**config.mk**
```make
export PLATFORM = sky130hd
export DESIGN_NAME = pll_ctrl
export DESIGN_NICKNAME = d
export VERILOG_FILES = /design/src/rtl/pll_ctrl_pkg.sv /design/src/rtl/pll_ctrl_sync_2ff.sv /design/src/rtl/pll_ctrl.sv
export SDC_FILE = /design/constraint.sdc
export NUM_CORES = 1
export LEC_CHECK = 0
export ABC_CLOCK_PERIOD_IN_PS = 2000
export BUFFER_PORTS_ARGS = -buffer_cell sky130_fd_sc_hd__buf_2
export CAP_MARGIN = 15
export CORE_MARGIN = 8
export CORE_UTILIZATION = 50
export CTS_CLUSTER_SIZE = 30
export DETAILED_ROUTE_END_ITERATION = 16
export GPL_TIMING_DRIVEN = 0
export PLACE_DENSITY_LB_ADDON = 0.3
export SLEW_MARGIN = 10
export SYNTH_ARGS = -nofsm -noshare
export SYNTH_HDL_FRONTEND = slang
export SYNTH_SLANG_ARGS = --single-unit
```
**constraint.sdc**
```tcl
create_clock -name clk_in -period 2 [get_ports clk_in]
set_input_delay 0.1 -clock clk_in [delete_from_list [all_inputs] [get_ports clk_in]]
set_output_delay 0.1 -clock clk_in [all_outputs]
set_load 0.05 [all_outputs]
```
**src/rtl/pll_ctrl_pkg.sv**
```systemverilog
// ---------------------------------------------------------------------------
// pll_ctrl_pkg
//   Shared definitions for the DCM/PLL bring-up controller:
//     - parameter defaults for pll_ctrl
//     - FSM state encoding
//     - small constant helper used to size the shared cycle counter
// ---------------------------------------------------------------------------
package pll_ctrl_pkg;

    // Parameter defaults
    localparam int RST_CYCLES_DEF    = 3;
    localparam int LOCK_TIMEOUT_DEF  = 100000;
    localparam int STABLE_CYCLES_DEF = 1024;
    localparam int MAX_RETRIES_DEF   = 7;

    // FSM state encoding
    typedef enum logic [2:0] {
        ST_RESET_DCM = 3'd0,
        ST_WAIT_LOCK = 3'd1,
        ST_STABLE    = 3'd2,
        ST_RUN       = 3'd3,
        ST_FAULT     = 3'd4
    } pll_state_e;

    // Largest of three values; sizes the counter shared by all timed states.
    function automatic int max3(input int a, input int b, input int c);
        int m;
        m = (a > b) ? a : b;
        return (m > c) ? m : c;
    endfunction

endpackage

```
**src/rtl/pll_ctrl_sync_2ff.sv**
```systemverilog
// ---------------------------------------------------------------------------
// sync_2ff
//   Two-flop synchronizer for a single asynchronous bit into the clk domain.
//   Both flops clear asynchronously so a reset also flushes any stale
//   sampled value.
//
// Ports
//   clk    in   destination clock
//   rst_n  in   asynchronous active-low reset
//   d      in   asynchronous input bit
//   q      out  synchronized bit (2 clk edges of latency)
// ---------------------------------------------------------------------------
module sync_2ff (
    input  logic clk,
    input  logic rst_n,
    input  logic d,
    output logic q
);

    logic meta_p0;
    logic sync_p1;

    always_ff @(posedge clk or negedge rst_n) begin
        if (!rst_n) begin
            meta_p0 <= 1'b0;
            sync_p1 <= 1'b0;
        end else begin
            // stage 0: capture, may be metastable
            meta_p0 <= d;
            // stage 1: resolved value
            sync_p1 <= meta_p0;
        end
    end

    assign q = sync_p1;

endmodule

```
**src/rtl/pll_ctrl.sv**
```systemverilog
// ---------------------------------------------------------------------------
// pll_ctrl
//   Bring-up and supervision controller for a DCM. Pulses DCM RST, waits for
//   LOCKED, requires LOCKED to stay high for STABLE_CYCLES before releasing
//   the downstream reset, and restarts the DCM if lock or the input clock is
//   lost. Repeated lock timeouts end in a FAULT state that only restart_req
//   leaves.
//
// Parameters
//   RST_CYCLES     DCM RST pulse length in clk_in cycles (min 3)
//   LOCK_TIMEOUT   max clk_in cycles to wait for lock per attempt
//   STABLE_CYCLES  consecutive locked cycles required before release
//   MAX_RETRIES    timed-out attempts allowed before FAULT (max 255)
//
// Ports
//   clk_in       in   reference clock, the only clock of this block
//   resetn       in   asynchronous active-low reset
//   restart_req  in   single-cycle request to restart the sequence
//   dcm_locked   in   DCM LOCKED, asynchronous to clk_in
//   dcm_status   in   DCM STATUS[7:0]; bit1 CLKIN stopped, bit2 CLKFX stopped
//   dcm_rst      out  DCM RST, active-high
//   sys_resetn   out  active-low reset for pixel and SoC logic
//   clk_ok       out  high while in RUN
//   fault        out  high while in FAULT
//   retry_count  out  timed-out attempts since the last clear
//
// Build option
//   PLL_CTRL_CLKFX_MON_EN  when defined, a stopped CLKFX (dcm_status[2]) in
//                          STABLE or RUN is handled exactly like loss of lock.
//                          When undefined, dcm_status[2] is ignored and has no
//                          synchronizer.
// ---------------------------------------------------------------------------
module pll_ctrl
    import pll_ctrl_pkg::*;
#(
    parameter int RST_CYCLES    = RST_CYCLES_DEF,
    parameter int LOCK_TIMEOUT  = LOCK_TIMEOUT_DEF,
    parameter int STABLE_CYCLES = STABLE_CYCLES_DEF,
    parameter int MAX_RETRIES   = MAX_RETRIES_DEF
) (
    input  logic       clk_in,
    input  logic       resetn,
    input  logic       restart_req,
    input  logic       dcm_locked,
    input  logic [7:0] dcm_status,
    output logic       dcm_rst,
    output logic       sys_resetn,
    output logic       clk_ok,
    output logic       fault,
    output logic [7:0] retry_count
);

    // One counter serves every timed state, so it is sized for the largest.
    localparam int MAX_PARAM = max3(RST_CYCLES, LOCK_TIMEOUT, STABLE_CYCLES);
    localparam int CNT_W     = (MAX_PARAM > 1) ? $clog2(MAX_PARAM) : 1;

    localparam logic [CNT_W-1:0] RST_LAST    = CNT_W'(RST_CYCLES - 1);
    localparam logic [CNT_W-1:0] LOCK_LAST   = CNT_W'(LOCK_TIMEOUT - 1);
    localparam logic [CNT_W-1:0] STABLE_LAST = CNT_W'(STABLE_CYCLES - 1);
    localparam logic [7:0]       RETRY_LIMIT = 8'(MAX_RETRIES);

    pll_state_e       state;
    pll_state_e       state_nxt;
    logic [CNT_W-1:0] cnt;
    logic [CNT_W-1:0] cnt_nxt;
    logic [7:0]       retry_nxt;
    logic             retry_evt;

    logic lk;           // synchronized dcm_locked
    logic cs;           // synchronized CLKIN-stopped
    logic fs;           // synchronized CLKFX-stopped (0 when monitor disabled)
    logic lost;         // lock considered lost in STABLE/RUN
    logic unused_status;

    // Counter never wraps: it holds at all-ones once reached.
    function automatic logic [CNT_W-1:0] cnt_sat_inc(input logic [CNT_W-1:0] c);
        return (&c) ? c : c + 1'b1;
    endfunction

    // -----------------------------------------------------------------------
    // Synchronizers
    // -----------------------------------------------------------------------
    sync_2ff u_sync_lk (
        .clk   (clk_in),
        .rst_n (resetn),
        .d     (dcm_locked),
        .q     (lk)
    );

    sync_2ff u_sync_cs (
        .clk   (clk_in),
        .rst_n (resetn),
        .d     (dcm_status[1]),
        .q     (cs)
    );

`ifdef PLL_CTRL_CLKFX_MON_EN
    sync_2ff u_sync_fs (
        .clk   (clk_in),
        .rst_n (resetn),
        .d     (dcm_status[2]),
        .q     (fs)
    );

    assign unused_status = ^{dcm_status[7:3], dcm_status[0]};
`else
    assign fs            = 1'b0;
    assign unused_status = ^{dcm_status[7:2], dcm_status[0]};
`endif

    assign lost = ~lk | fs;

    // -----------------------------------------------------------------------
    // State, counter and retry register
    // -----------------------------------------------------------------------
    always_ff @(posedge clk_in or negedge resetn) begin
        if (!resetn) begin
            state       <= ST_RESET_DCM;
            cnt         <= '0;
            retry_count <= 8'd0;
        end else begin
            state       <= state_nxt;
            cnt         <= cnt_nxt;
            retry_count <= retry_nxt;
        end
    end

    // -----------------------------------------------------------------------
    // Next-state logic and Moore output decode
    // -----------------------------------------------------------------------
    always_comb begin
        state_nxt  = state;
        cnt_nxt    = cnt_sat_inc(cnt);
        retry_nxt  = retry_count;
        retry_evt  = 1'b0;
        dcm_rst    = 1'b0;
        sys_resetn = 1'b0;
        clk_ok     = 1'b0;
        fault      = 1'b0;

        unique case (state)
            ST_RESET_DCM: begin
                dcm_rst = 1'b1;
                if (cnt == RST_LAST) begin
                    state_nxt = ST_WAIT_LOCK;
                end
            end

            ST_WAIT_LOCK: begin
                if (lk) begin
                    state_nxt = ST_STABLE;
                end else if (cs || (cnt == LOCK_LAST)) begin
                    retry_evt = 1'b1;
                end
            end

            ST_STABLE: begin
                // cnt holds the number of locked cycles already seen here,
                // so the current cycle completes the run at STABLE_LAST.
                if (lost) begin
                    retry_evt = 1'b1;
                end else if (cnt == STABLE_LAST) begin
                    state_nxt = ST_RUN;
                    retry_nxt = 8'd0;
                end
            end

            ST_RUN: begin
                sys_resetn = 1'b1;
                clk_ok     = 1'b1;
                // Losing the clock after a successful bring-up is not a
                // failed attempt, so the retry count is left untouched.
                if (lost || cs) begin
                    state_nxt = ST_RESET_DCM;
                end
            end

            ST_FAULT: begin
                dcm_rst = 1'b1;
                fault   = 1'b1;
            end

            default: begin
                state_nxt = ST_RESET_DCM;
            end
        endcase

        if (retry_evt) begin
            if (retry_count < RETRY_LIMIT) begin
                retry_nxt = retry_count + 8'd1;
                state_nxt = ST_RESET_DCM;
            end else begin
                state_nxt = ST_FAULT;
            end
        end

        // restart_req overrides every other decision of this cycle.
        if (restart_req) begin
            state_nxt = ST_RESET_DCM;
            retry_nxt = 8'd0;
        end

        // Every state starts timing from zero.
        if (restart_req || (state_nxt != state)) begin
            cnt_nxt = '0;
        end
    end

endmodule

```
==> flow_summary_export.csv, run 1 <==
group,metric,value,unit
clocking,clkTransAtPathRegs,0.09,ns
drt,wl_per_cell,15.5,um
global_route,antenna_found_initial,0,
worst_setup_path,worst-path-buf-inv,1,
yosys,synth_edf_count,0,
status,violations,"negative setup slack",
worst_hold_path,whs_path_depth,2,
yosys,ys_ff_latch,32,
drt,ant_nets,0,
timing,max_freq,0.465,GHz
die,die_h,72.9,um
job,cap_violations,0,
yosys,ys_top_cells_by_count,"dfrtp_1 (32), nor2_1 (26), nand2_1 (15)",
timing,fin_skew,0.00393,ns
drt,dr_total_vias,1343,
clocking,numCtsBuffers,5,
worst_setup_path,worstPathMaxFanout,5,
worst_setup_path,critical_path.top_delay_family,"flip-flops",
pwr,p_per_area,746,mW/mm^2
pwr,vdd_drop_max,0.000492,V
die,initial_core_util,0.526,
worst_setup_path,ff2ff_path_depth,7,
yosys,synth_area_leaders,"dfrtp_1 (49%), nor2_1 (6.0%), xor2_1 (6.0%)",
global_route,grt_pass1_wl,6240,um
layout,antenna_cells,0,
global_route,grt_max_degree,33,
worst_setup_path,slowest_delay,0.51,ns
die,row_count,20,
timing,period_needed,2.15,ns
yosys,synth.most_common_cell,"dfrtp_1",
worst_setup_path,crit_arrival,2.39,ns
yosys,syn-num-nets,174,
timing,finalHoldViolCount,0,
worst_setup_path,r2r-start,"cnt[5]$_DFFE_PN0P_",
timing,worst_pin_slew,0.711,ns
drt,drt_iter0_drc,71,
placed_design,port_buffers,15,
timing,drv_slew,0,
clocking,cts_tree,"yes",
worst_setup_path,worst_ep_required_time,2.24,ns
timing,fin_crit_sh,1.07,
worst_hold_path,min_path_type,"in -> reg",
worst_hold_path,hold_path_startpoint,"restart_req",
layout,syn2layout_area_growth,40.5,%
placed_design,dp_cells,217,
yosys,yosysWarnings,0,
clocking,cts.root.buffer_cell,"clkbuf_4",
layout,fin_util,0.739,
worst_setup_path,worstSetupPathType,"reg -> reg",
yosys,ys.flop_type,"dfrtp_1",
layout,drive_above_1_share,0.481,
yosys,synth_area,0.00162,mm^2
placed_design,place.gp.congestion,0.827,
clocking,cts-htree-levels,2,
timing,layout_setup_ws,-0.148,ns
yosys,async_flop_share,1.00,
placed_design,hpwl,2360,um
yosys,ys_seq_area_frac,0.495,
yosys,syn-mean-instance-area,10.2,um^2
yosys,synth_cells,158,
die,die_area,0.00532,mm^2
worst_setup_path,start_kind,"flop",
worst_setup_path,crit_slowest_cell,"dfrtp_1",
worst_setup_path,cp_cell_sequence,"nor4_4 -> nand2_2 -> o31ai_2 -> o211a_1 -> mux2i_4 -> buf_6 -> nor2_1",
drt,dr.pass1.iters,4,
clocking,worstSkewPairLatency,0.34,ns
drt,drc,0,
drt,routed_wl,3900,um
placed_design,place_area,0.00179,mm^2
status,status,"finished, violations left",
global_route,grt-ovfl-total,0,
global_route,first_global_vias,1330,
clocking,clock-sinks,32,
worst_setup_path,r2r_setup_slack,-0.15,ns
yosys,synth_cell_type_count,39,
die,coreArea,0.00308,mm^2
die,io_pins,24,
worst_setup_path,r2r_end,"cnt[7]$_DFFE_PN0P_",
yosys,yosysTopAreaCellShare,0.495,
yosys,synth_area_leader_cell,"dfrtp_1",
drt,vias_per_cell,5.33,
die,fp.dieW,72.9,um
clocking,clockBufferDepth,2,
global_route,grt_usage,0.149,
worst_setup_path,crit_path_end_kind,"flop",
timing,relSlewSlack,0.526,
layout,finalInstanceArea,0.00227,mm^2
layout,nets,224,
pwr,total_leakage_power,0.999,nW
timing,finalSetupViolCount,22,
worst_hold_path,whs_endpoint,"retry_count[1]$_DFF_PN0_",
layout,final_cells,252,
timing,rsz0062_at_grt,"true",
-- state kept, by name, summed over array words and instances (netlist names) --
| name | count |
|---|---|
| u_sync_lk.meta_p0 | 1 |
| cnt | 17 |
| state | 3 |
| u_sync_cs.q | 1 |
| u_sync_lk.q | 1 |
| u_sync_cs.meta_p0 | 1 |
| retry_count | 8 |
-- per-layer routing --
layer,part of all wire,global-route usage
met5,0,0
met2,0.52,0.249
met1,0.41,0.181
met3,0.045,0.0440
met4,0.021,0.0400
-- layout by cell type (no fill, tap or decap), types with 2 or more instances in the layout --
cell type,n
nor2_2,8
nor3_1,3
nand2_2,3
nor2_4,6
ha_4,2
buf_4,23
xor2_1,8
xnor2_1,4
nand2_1,12
dlygate4sd3_1,3
nor3_2,2
nor2b_1,3
dfrtp_2,6
nor4_4,3
buf_2,16
nand3_2,2
nand3b_1,3
buf_6,5
nor2_1,12
clkbuf_4,5
dfrtp_1,26
nand3_1,3
a21oi_1,3
nand2b_1,2
and2_1,6
xor2_2,3
clkbuf_1,2
nand4_1,4
nand3_4,2
or4_1,2
-- logic make-up (layout without fill, tap and decap cells) --
logic type / Yosys count / after routing / synth area share
XOR/XNOR: 16 / 16 / 0.0866
AO/OA/AOI/OAI: 13 / 13 / 0.0688
adder cells (fa/ha/maj): 4 / 4 / 0.0309
flip-flops: 32 / 32 / 0.495
multiplexers: 2 / 2 / 0.0201
AND/OR/NAND/NOR: 84 / 84 / 0.275
buffers and inverters: 7 / 57 / 0.0240
-- what timing repair did --
item / in CTS / in global routing
hold buffers: 3 / 0
setup endpoints to repair: 22 / 22
resized for setup: 18 / 37
endpoints found under the hold margin: 34 / 0
gates cloned: 1 / 0
buffers inserted: 17 / 8
pin swaps: 26 / 14
-- cell type report --
type,instances,area [um^2]
buffer,4,27.5
clock inverter,1,5.00
sequential,32,808
tap,44,55.1
clock buffer,6,41.3
multi-input combinational,119,1010
fill,216,803
timing repair buffer,44,315
inverter,2,7.51
-- how the worst max path moves through the flow --
| stage | startpoint | endpoint | slack (ns) | depth (start not counted) |
|---|---|---|---|---|
| floorplan | cnt[7]$_DFFE_PN0P_ | cnt[9]$_DFFE_PN0P_ | -0.12 | 11 |
| global placement | cnt[7]$_DFFE_PN0P_ | cnt[9]$_DFFE_PN0P_ | -0.34 | 11 |
| detailed placement | cnt[7]$_DFFE_PN0P_ | cnt[9]$_DFFE_PN0P_ | -0.37 | 11 |
| CTS | cnt[1]$_DFFE_PN0P_ | retry_count[0]$_DFF_PN0_ | -0.19 | 7 |
| global route | cnt[4]$_DFFE_PN0P_ | cnt[11]$_DFFE_PN0P_ | -0.25 | 9 |
| finish | cnt[5]$_DFFE_PN0P_ | cnt[7]$_DFFE_PN0P_ | -0.15 | 7 |
-- through the flow --
step | setup slack [ns] | hold WS (ns) | setup TNS (ns) | power (mW)
4_1_cts | -0.193 | 0.166 | -2.52 | 1.63
2_1_floorplan | -0.115 | -0.196 | -0.576 | 1.06
3_5_place_dp | -0.373 | 0.191 | -5.49 | 1.16
5_1_grt | -0.248 | 0.172 | -4.66 | 1.79
6_report | -0.148 | 0.147 | -2.61 | 1.70
3_3_place_gp | -0.339 | 0.175 | -4.52 | 1.14
-- report_power, final --
part	switching [mW]	total (mW)	internal, mW
clock	0.218	0.347	0.129
combinational	0.348	0.604	0.256
sequential	0.0546	0.746	0.691
total	0.620	1.70	1.08
-- worst register-to-register path: stages, from the launching register on --
cell and delay (ns):
dfrtp_1 0.51, nor4_4 0.32, nand2_2 0.11, o31ai_2 0.25, o211a_1 0.26, mux2i_4 0.36
buf_6 0.18, nor2_1 0.05
(Power assumes the default switching activity.)
==> inputs of run 2 (changes only) <==
--- a/config.mk
+++ b/config.mk
@@ -6,7 +6,7 @@
 export NUM_CORES = 1
 export LEC_CHECK = 0
 export ABC_CLOCK_PERIOD_IN_PS = 2000
-export BUFFER_PORTS_ARGS = -buffer_cell sky130_fd_sc_hd__buf_2
+export BUFFER_PORTS_ARGS = -buffer_cell sky130_fd_sc_hd__buf_4
 export CAP_MARGIN = 15
 export CORE_MARGIN = 8
 export CORE_UTILIZATION = 50
@@ -18,3 +18,4 @@
 export SYNTH_ARGS = -nofsm -noshare
 export SYNTH_HDL_FRONTEND = slang
 export SYNTH_SLANG_ARGS = --single-unit
+export TNS_END_PERCENT = 30
==> constraint.sdc (replaced) <==
create_clock -name clk_in -period 2 [get_ports clk_in]
set_input_delay 0.2 -clock clk_in [delete_from_list [all_inputs] [get_ports clk_in]]
set_output_delay 0.2 -clock clk_in [all_outputs]
set_load 0.05 [all_outputs]
==> run 2 against run 1 <==
Against the previous run:
- the run still ends with negative setup slack left
- non-clock buffer count fell by 3
- fmax fell by 4.3%
- final area rose by 2.1%
- highest routed layer unchanged
==> flow_summary_export.csv, run 2 (synthesis results as in run 1) <==
group,metric,value,unit
status,status,"finished, violations left",
status,violations,"negative setup slack",
drt,dr.pass1.iters,4,
timing,relSlewSlack,0.713,
layout,final_common_cell,"buf_4",
pwr,seqPwrFrac,0.403,
clocking,worstSkewPairLatency,0.34,ns
pwr,switching_share,0.337,
layout,multi_input_area,998,um^2
placed_design,dp_cells,217,
timing,drv_slew,0,
worst_setup_path,crit_slowest_cell,"dfrtp_1",
layout,drive_above_1_share,0.432,
drt,highest_layer,"met4",
pwr,total_leakage_power,1.02,nW
clocking,cts.root.buffer_cell,"clkbuf_4",
timing,period_needed,2.25,ns
clocking,cts-htree-levels,2,
job,cap_violations,0,
die,coreArea,0.00308,mm^2
timing,fin_skew,0.00309,ns
layout,nets,221,
layout,largest_register,"cnt",
global_route,first_global_vias,1313,
layout,fin_util,0.755,
pwr,p_comb_frac,0.333,
layout,largest_reg_flops,17,
global_route,grt_usage,0.155,
global_route,grt_max_degree,33,
timing,max_freq,0.445,GHz
timing,fin_setup_tns,-3.68,ns
clocking,clockBufferDepth,2,
timing,finalSetupViolCount,21,
worst_setup_path,worst-path-buf-inv,2,
placed_design,hpwl,2400,um
placed_design,place_ws,-0.372,ns
worst_hold_path,min_path_type,"in -> reg",
pwr,clkPwrFrac,0.265,
pwr,vdd_drop_max,0.000487,V
drt,wl_met3,192,um
clocking,cts_tree,"yes",
drt,routed_wl,4110,um
worst_setup_path,critical_path.top_delay_family,"simple AND/OR/NAND/NOR gates",
clocking,clkTransAtPathRegs,0.10,ns
worst_setup_path,slowest_delay,0.48,ns
worst_setup_path,worst_ep_required_time,2.28,ns
drt,wl_per_cell,16.4,um
worst_setup_path,worstSetupPathType,"reg -> reg",
worst_setup_path,start_kind,"flop",
timing,fin_crit_sh,1.12,
pwr,p_int,1.24,mW
layout,syn2layout_area_growth,43.5,%
timing,layout_setup_ws,-0.246,ns
pwr,switching_power,633,uW
layout,final_cell_mix,"buf_4 (36), dfrtp_1 (29), nand2_1 (14), nor2_1 (13), xor2_1 (8)",
die,io_pins,24,
drt,ant_nets,0,
drt,wirelength_met1,1650,um
die,row_count,20,
timing,worst_pin_slew,0.430,ns
die,initial_core_util,0.526,
placed_design,place_area,0.00182,mm^2
layout,antenna_cells,0,
worst_setup_path,crit_arrival,2.52,ns
global_route,grt_pass1_wl,6230,um
worst_setup_path,worstPathMaxFanout,5,
drt,routed-wl-met2,2120,um
layout,final_cells,250,
global_route,antenna_found_initial,0,
die,fp.dieW,72.9,um
drt,drt_iter0_drc,65,
pwr,p_per_area,807,mW/mm^2
layout,regArea,805,um^2
timing,rsz0062_at_grt,"true",
layout,fillers,206,
placed_design,place.gp.congestion,0.835,
drt,vias_per_cell,5.48,
clocking,clock-sinks,32,
timing,finalHoldViolCount,0,
layout,finalInstanceArea,0.00232,mm^2
worst_setup_path,cp_cell_sequence,"nor4_4 -> nand2_1 -> o31a_1 -> o211a_1 -> mux2i_4 -> buf_4 -> buf_6 -> nor2_1",
die,die_area,0.00532,mm^2
drt,drc,0,
layout,largestRegisters,"cnt (17), retry_count (8), state (3)",
placed_design,port_buffers,15,
drt,dr_total_vias,1370,
global_route,grt-ovfl-total,0,
clocking,numCtsBuffers,5,
worst_setup_path,crit_path_end_kind,"flop",
die,die_h,72.9,um
run 2: cell count changes in the layout (fill, tap and decap cells not counted), sizes merged:
cell | previous run | this run
buf | 44 | 41
clkbuf | 7 | 6
clkinvlp | 0 | 1
bufinv | 0 | 1
run 2: final cells by class:
class / count / share of cell area
plain buffers: 3 / 0.0135
clock buffers: 5 / 0.0162
clock inverters: 3 / 0.0183
inverters: 2 / 0.00323
multi-input cells: 119 / 0.430
flip-flops and latches: 32 / 0.346
well taps: 44 / 0.0237
repair buffers: 42 / 0.149
run 2: power groups by stage:
stage                     Sequential (mW)  Clock [mW]  Combinational, mW
final                               0.755       0.496              0.624
after global routing                0.762       0.535              0.670
after CTS                           0.752       0.507              0.554
after detailed placement            0.759           0              0.414
after global placement              0.755           0              0.402
after floorplan                     0.761           0              0.301
run 2: worst reg2reg max path, cell delays in order, from the launching register on:
cell and delay, ns:
dfrtp_1 0.48, nor4_4 0.36, nand2_1 0.14, o31a_1 0.39
o211a_1 0.19, mux2i_4 0.21, buf_4 0.16, buf_6 0.13
nor2_1 0.11
run 2: final timing paths:
| check | from | end | slack [ns] | depth (start not counted) |
|---|---|---|---|---|
| max | cnt[11]$_DFFE_PN0P_ | cnt[14]$_DFFE_PN0P_ | -0.25 | 8 |
| min | restart_req | retry_count[1]$_DFF_PN0_ | 0.24 | 2 |
| max reg2reg | cnt[11]$_DFFE_PN0P_ | cnt[14]$_DFFE_PN0P_ | -0.25 | 8 |
| min reg2reg | u_sync_lk.meta_p0$_DFF_PN0_ | u_sync_lk.q$_DFF_PN0_ | 0.36 | 0 |
| max in group asynchronous | resetn | cnt[7]$_DFFE_PN0P_ | 1.37 | 2 |
| min in group asynchronous | resetn | u_sync_lk.q$_DFF_PN0_ | 0.32 | 2 |
run 2: repair_timing:
action                     in CTS  in global routing
hold endpoints to repair       34                  0
gates resized for setup        18                 29
setup buffers                  14                 10
gates cloned                    1                  0
hold buffers                    3                  0
pin swaps                      14                 16
setup endpoints to repair      22                 22
run 2: metrics by stage:
step	hold WS, ns	power [mW]
3_3_place_gp	0.152	1.16
2_1_floorplan	-0.0956	1.06
3_5_place_dp	0.161	1.17
4_1_cts	0.240	1.81
5_1_grt	0.260	1.97
6_report	0.243	1.88
run 2: per-layer routing:
metal	GRT usage	vias to the layer above
li1	-	636
met1	0.170	682
met2	0.258	39
met3	0.0508	13
met4	0.0800	0
met5	0	-
==> inputs of run 3 (changes only) <==
--- a/config.mk
+++ b/config.mk
@@ -13,6 +13,7 @@
 export CTS_CLUSTER_SIZE = 30
 export DETAILED_ROUTE_END_ITERATION = 16
 export GPL_TIMING_DRIVEN = 0
+export MAX_ROUTING_LAYER = met4
 export PLACE_DENSITY_LB_ADDON = 0.3
 export SLEW_MARGIN = 10
 export SYNTH_ARGS = -nofsm -noshare
==> run 3 against run 2 <==
Against the previous run:
- the run still ends with negative setup slack left
- sequential power hardly changed
- clock power about the same
- wire length about the same
- clock skew is essentially flat
- fmax increased by 0.61%
- register-to-register slack barely moved
- first-iteration DRC count up 25%
- global-route usage is 0.41 points higher
- non-clock buffer count did not move
- critical path type unchanged
- critical endpoint unchanged
- highest routed layer unchanged
==> flow_summary_export.csv, run 3 (synthesis results as in run 1) <==
group,metric,value,unit
worst_setup_path,start_kind,"flop",
worst_setup_path,crit_path_end_kind,"flop",
worst_hold_path,hold_path_startpoint,"restart_req",
timing,finalSetupViolCount,21,
clocking,numCtsBuffers,5,
drt,wl_per_cell,16.4,um
worst_setup_path,crit_top_cell,"buf_6",
layout,drive_above_1_share,0.432,
layout,final_common_cell,"buf_4",
job,cap_violations,0,
global_route,grt_usage,0.159,
pwr,switching_share,0.337,
timing,rsz0062_at_grt,"true",
global_route,grt_max_degree,33,
clocking,cts_tree,"yes",
timing,max_freq,0.448,GHz
drt,ant_nets,0,
timing,drv_slew,0,
timing,fin_skew,0.00299,ns
timing,fin_setup_tns,-3.41,ns
layout,antenna_cells,0,
placed_design,place.gp.congestion,0.848,
clocking,cts.root.buffer_cell,"clkbuf_4",
die,fp.dieW,72.9,um
timing,finalHoldViolCount,0,
global_route,grt_pass1_wl,6240,um
placed_design,place_ws,-0.372,ns
clocking,clock-sinks,32,
pwr,vdd_drop_max,0.000486,V
die,coreArea,0.00308,mm^2
drt,drc,0,
timing,relSlewSlack,0.713,
timing,worst_pin_slew,0.430,ns
pwr,p_comb_frac,0.333,
pwr,report.power.total,1.87,mW
die,die_area,0.00532,mm^2
pwr,total_leakage_power,1.02,nW
worst_setup_path,crit_slowest_cell,"dfrtp_1",
placed_design,dp_cells,217,
status,status,"finished, violations left",
pwr,switching_power,631,uW
timing,fin_crit_sh,1.12,
worst_setup_path,worstSetupPathType,"reg -> reg",
pwr,p_int,1.24,mW
layout,final_cell_mix,"buf_4 (36), dfrtp_1 (29), nand2_1 (14), nor2_1 (13), xor2_1 (8)",
worst_setup_path,critical_path.top_delay_family,"compound AO/OA/AOI/OAI gates",
worst_hold_path,min_path_type,"in -> reg",
drt,dr_total_vias,1369,
clocking,cts-htree-levels,2,
layout,final_cells,250,
clocking,clockBufferDepth,2,
die,io_pins,24,
worst_setup_path,crit_arrival,2.51,ns
global_route,first_global_vias,1314,
worst_setup_path,cp_cell_sequence,"buf_6 -> nor4_4 -> nand2_1 -> o31a_1 -> o211a_1 -> mux2i_4 -> buf_4 -> buf_6 -> nor2_1",
worst_setup_path,cp-startpoint,"cnt[8]$_DFFE_PN0P_",
drt,routed_wl,4110,um
global_route,antenna_found_initial,0,
drt,vias_per_cell,5.48,
pwr,p_per_area,806,mW/mm^2
layout,largest_reg_flops,17,
pwr,seqPwrFrac,0.403,
pwr,clkPwrFrac,0.265,
layout,nets,221,
layout,largest_register,"cnt",
worst_setup_path,r2r-start,"cnt[8]$_DFFE_PN0P_",
layout,finalInstanceArea,0.00232,mm^2
placed_design,place_area,0.00182,mm^2
clocking,worstSkewPairLatency,0.34,ns
placed_design,hpwl,2400,um
timing,period_needed,2.23,ns
worst_setup_path,worstPathMaxFanout,5,
layout,largestRegisters,"cnt (17), retry_count (8), state (3)",
drt,drt_iter0_drc,81,
worst_setup_path,slowest_delay,0.41,ns
placed_design,port_buffers,15,
layout,fillers,206,
layout,syn2layout_area_growth,43.5,%
drt,dr.pass1.iters,5,
timing,hold_ws,0.243,ns
die,row_count,20,
clocking,clkTransAtPathRegs,0.10,ns
status,violations,"negative setup slack",
worst_setup_path,worst_ep_required_time,2.28,ns
global_route,grt-ovfl-total,0,
worst_setup_path,worst-path-buf-inv,3,
die,initial_core_util,0.526,
layout,fin_util,0.755,
timing,layout_setup_ws,-0.232,ns
die,die_h,72.9,um
## run 3: path summary, 6_finish.rpt
| path | slack (ns) | cells after the start | end |
|---|---|---|---|
| worst max-delay path | -0.23 | 9 | cnt[14]$_DFFE_PN0P_ |
| worst min-delay path | 0.24 | 2 | retry_count[1]$_DFF_PN0_ |
| worst max register to register | -0.23 | 9 | cnt[14]$_DFFE_PN0P_ |
| worst min register to register | 0.36 | 0 | u_sync_lk.q$_DFF_PN0_ |
| max in group asynchronous | 1.37 | 2 | cnt[7]$_DFFE_PN0P_ |
| min in group asynchronous | 0.31 | 2 | u_sync_lk.q$_DFF_PN0_ |
## run 3: final cells by class
cell class,count,area (um^2),area share
tap,44,55.1,0.0237
multi-input combinational,119,998,0.430
inverter,2,7.51,0.00323
sequential,32,805,0.346
clock inverter,3,42.5,0.0183
timing repair buffer,42,347,0.149
buffer,3,31.3,0.0135
clock buffer,5,37.5,0.0162
## run 3: power by group through the flow
stage	Clock, mW	Combinational (mW)	Sequential (mW)
2_1_floorplan	0	0.301	0.761
3_3_place_gp	0	0.402	0.755
3_5_place_dp	0	0.414	0.759
4_1_cts	0.507	0.554	0.752
5_1_grt	0.535	0.670	0.762
6_report	0.496	0.624	0.754
## run 3: worst reg2reg max path: cells and delay by family, from the launching register on
family / cells / cell delay [ns]
and+or+nand+nor: 3 / 0.54
buffers and inverters: 3 / 0.43
muxes: 1 / 0.21
DFF: 1 / 0.41
AOI/OAI and AO/OA: 2 / 0.57
## run 3: layer usage
layer	track usage	up-vias	part of all wire	wire length, um
met2	0.258	37	0.52	2140
li1	-	636	-	-
met1	0.170	682	0.41	1670
met3	0.0508	14	0.043	178
met5	-	-	0	0
met4	0.0800	0	0.028	117
## run 3: repair_timing
action / in CTS / in global routing
endpoints found under the hold margin: 34 / 0
hold buffers: 3 / 0
buffers inserted: 14 / 10
gates resized for setup: 18 / 29
pin swaps: 14 / 16
gates cloned: 1 / 0
endpoints found under the setup margin: 22 / 22
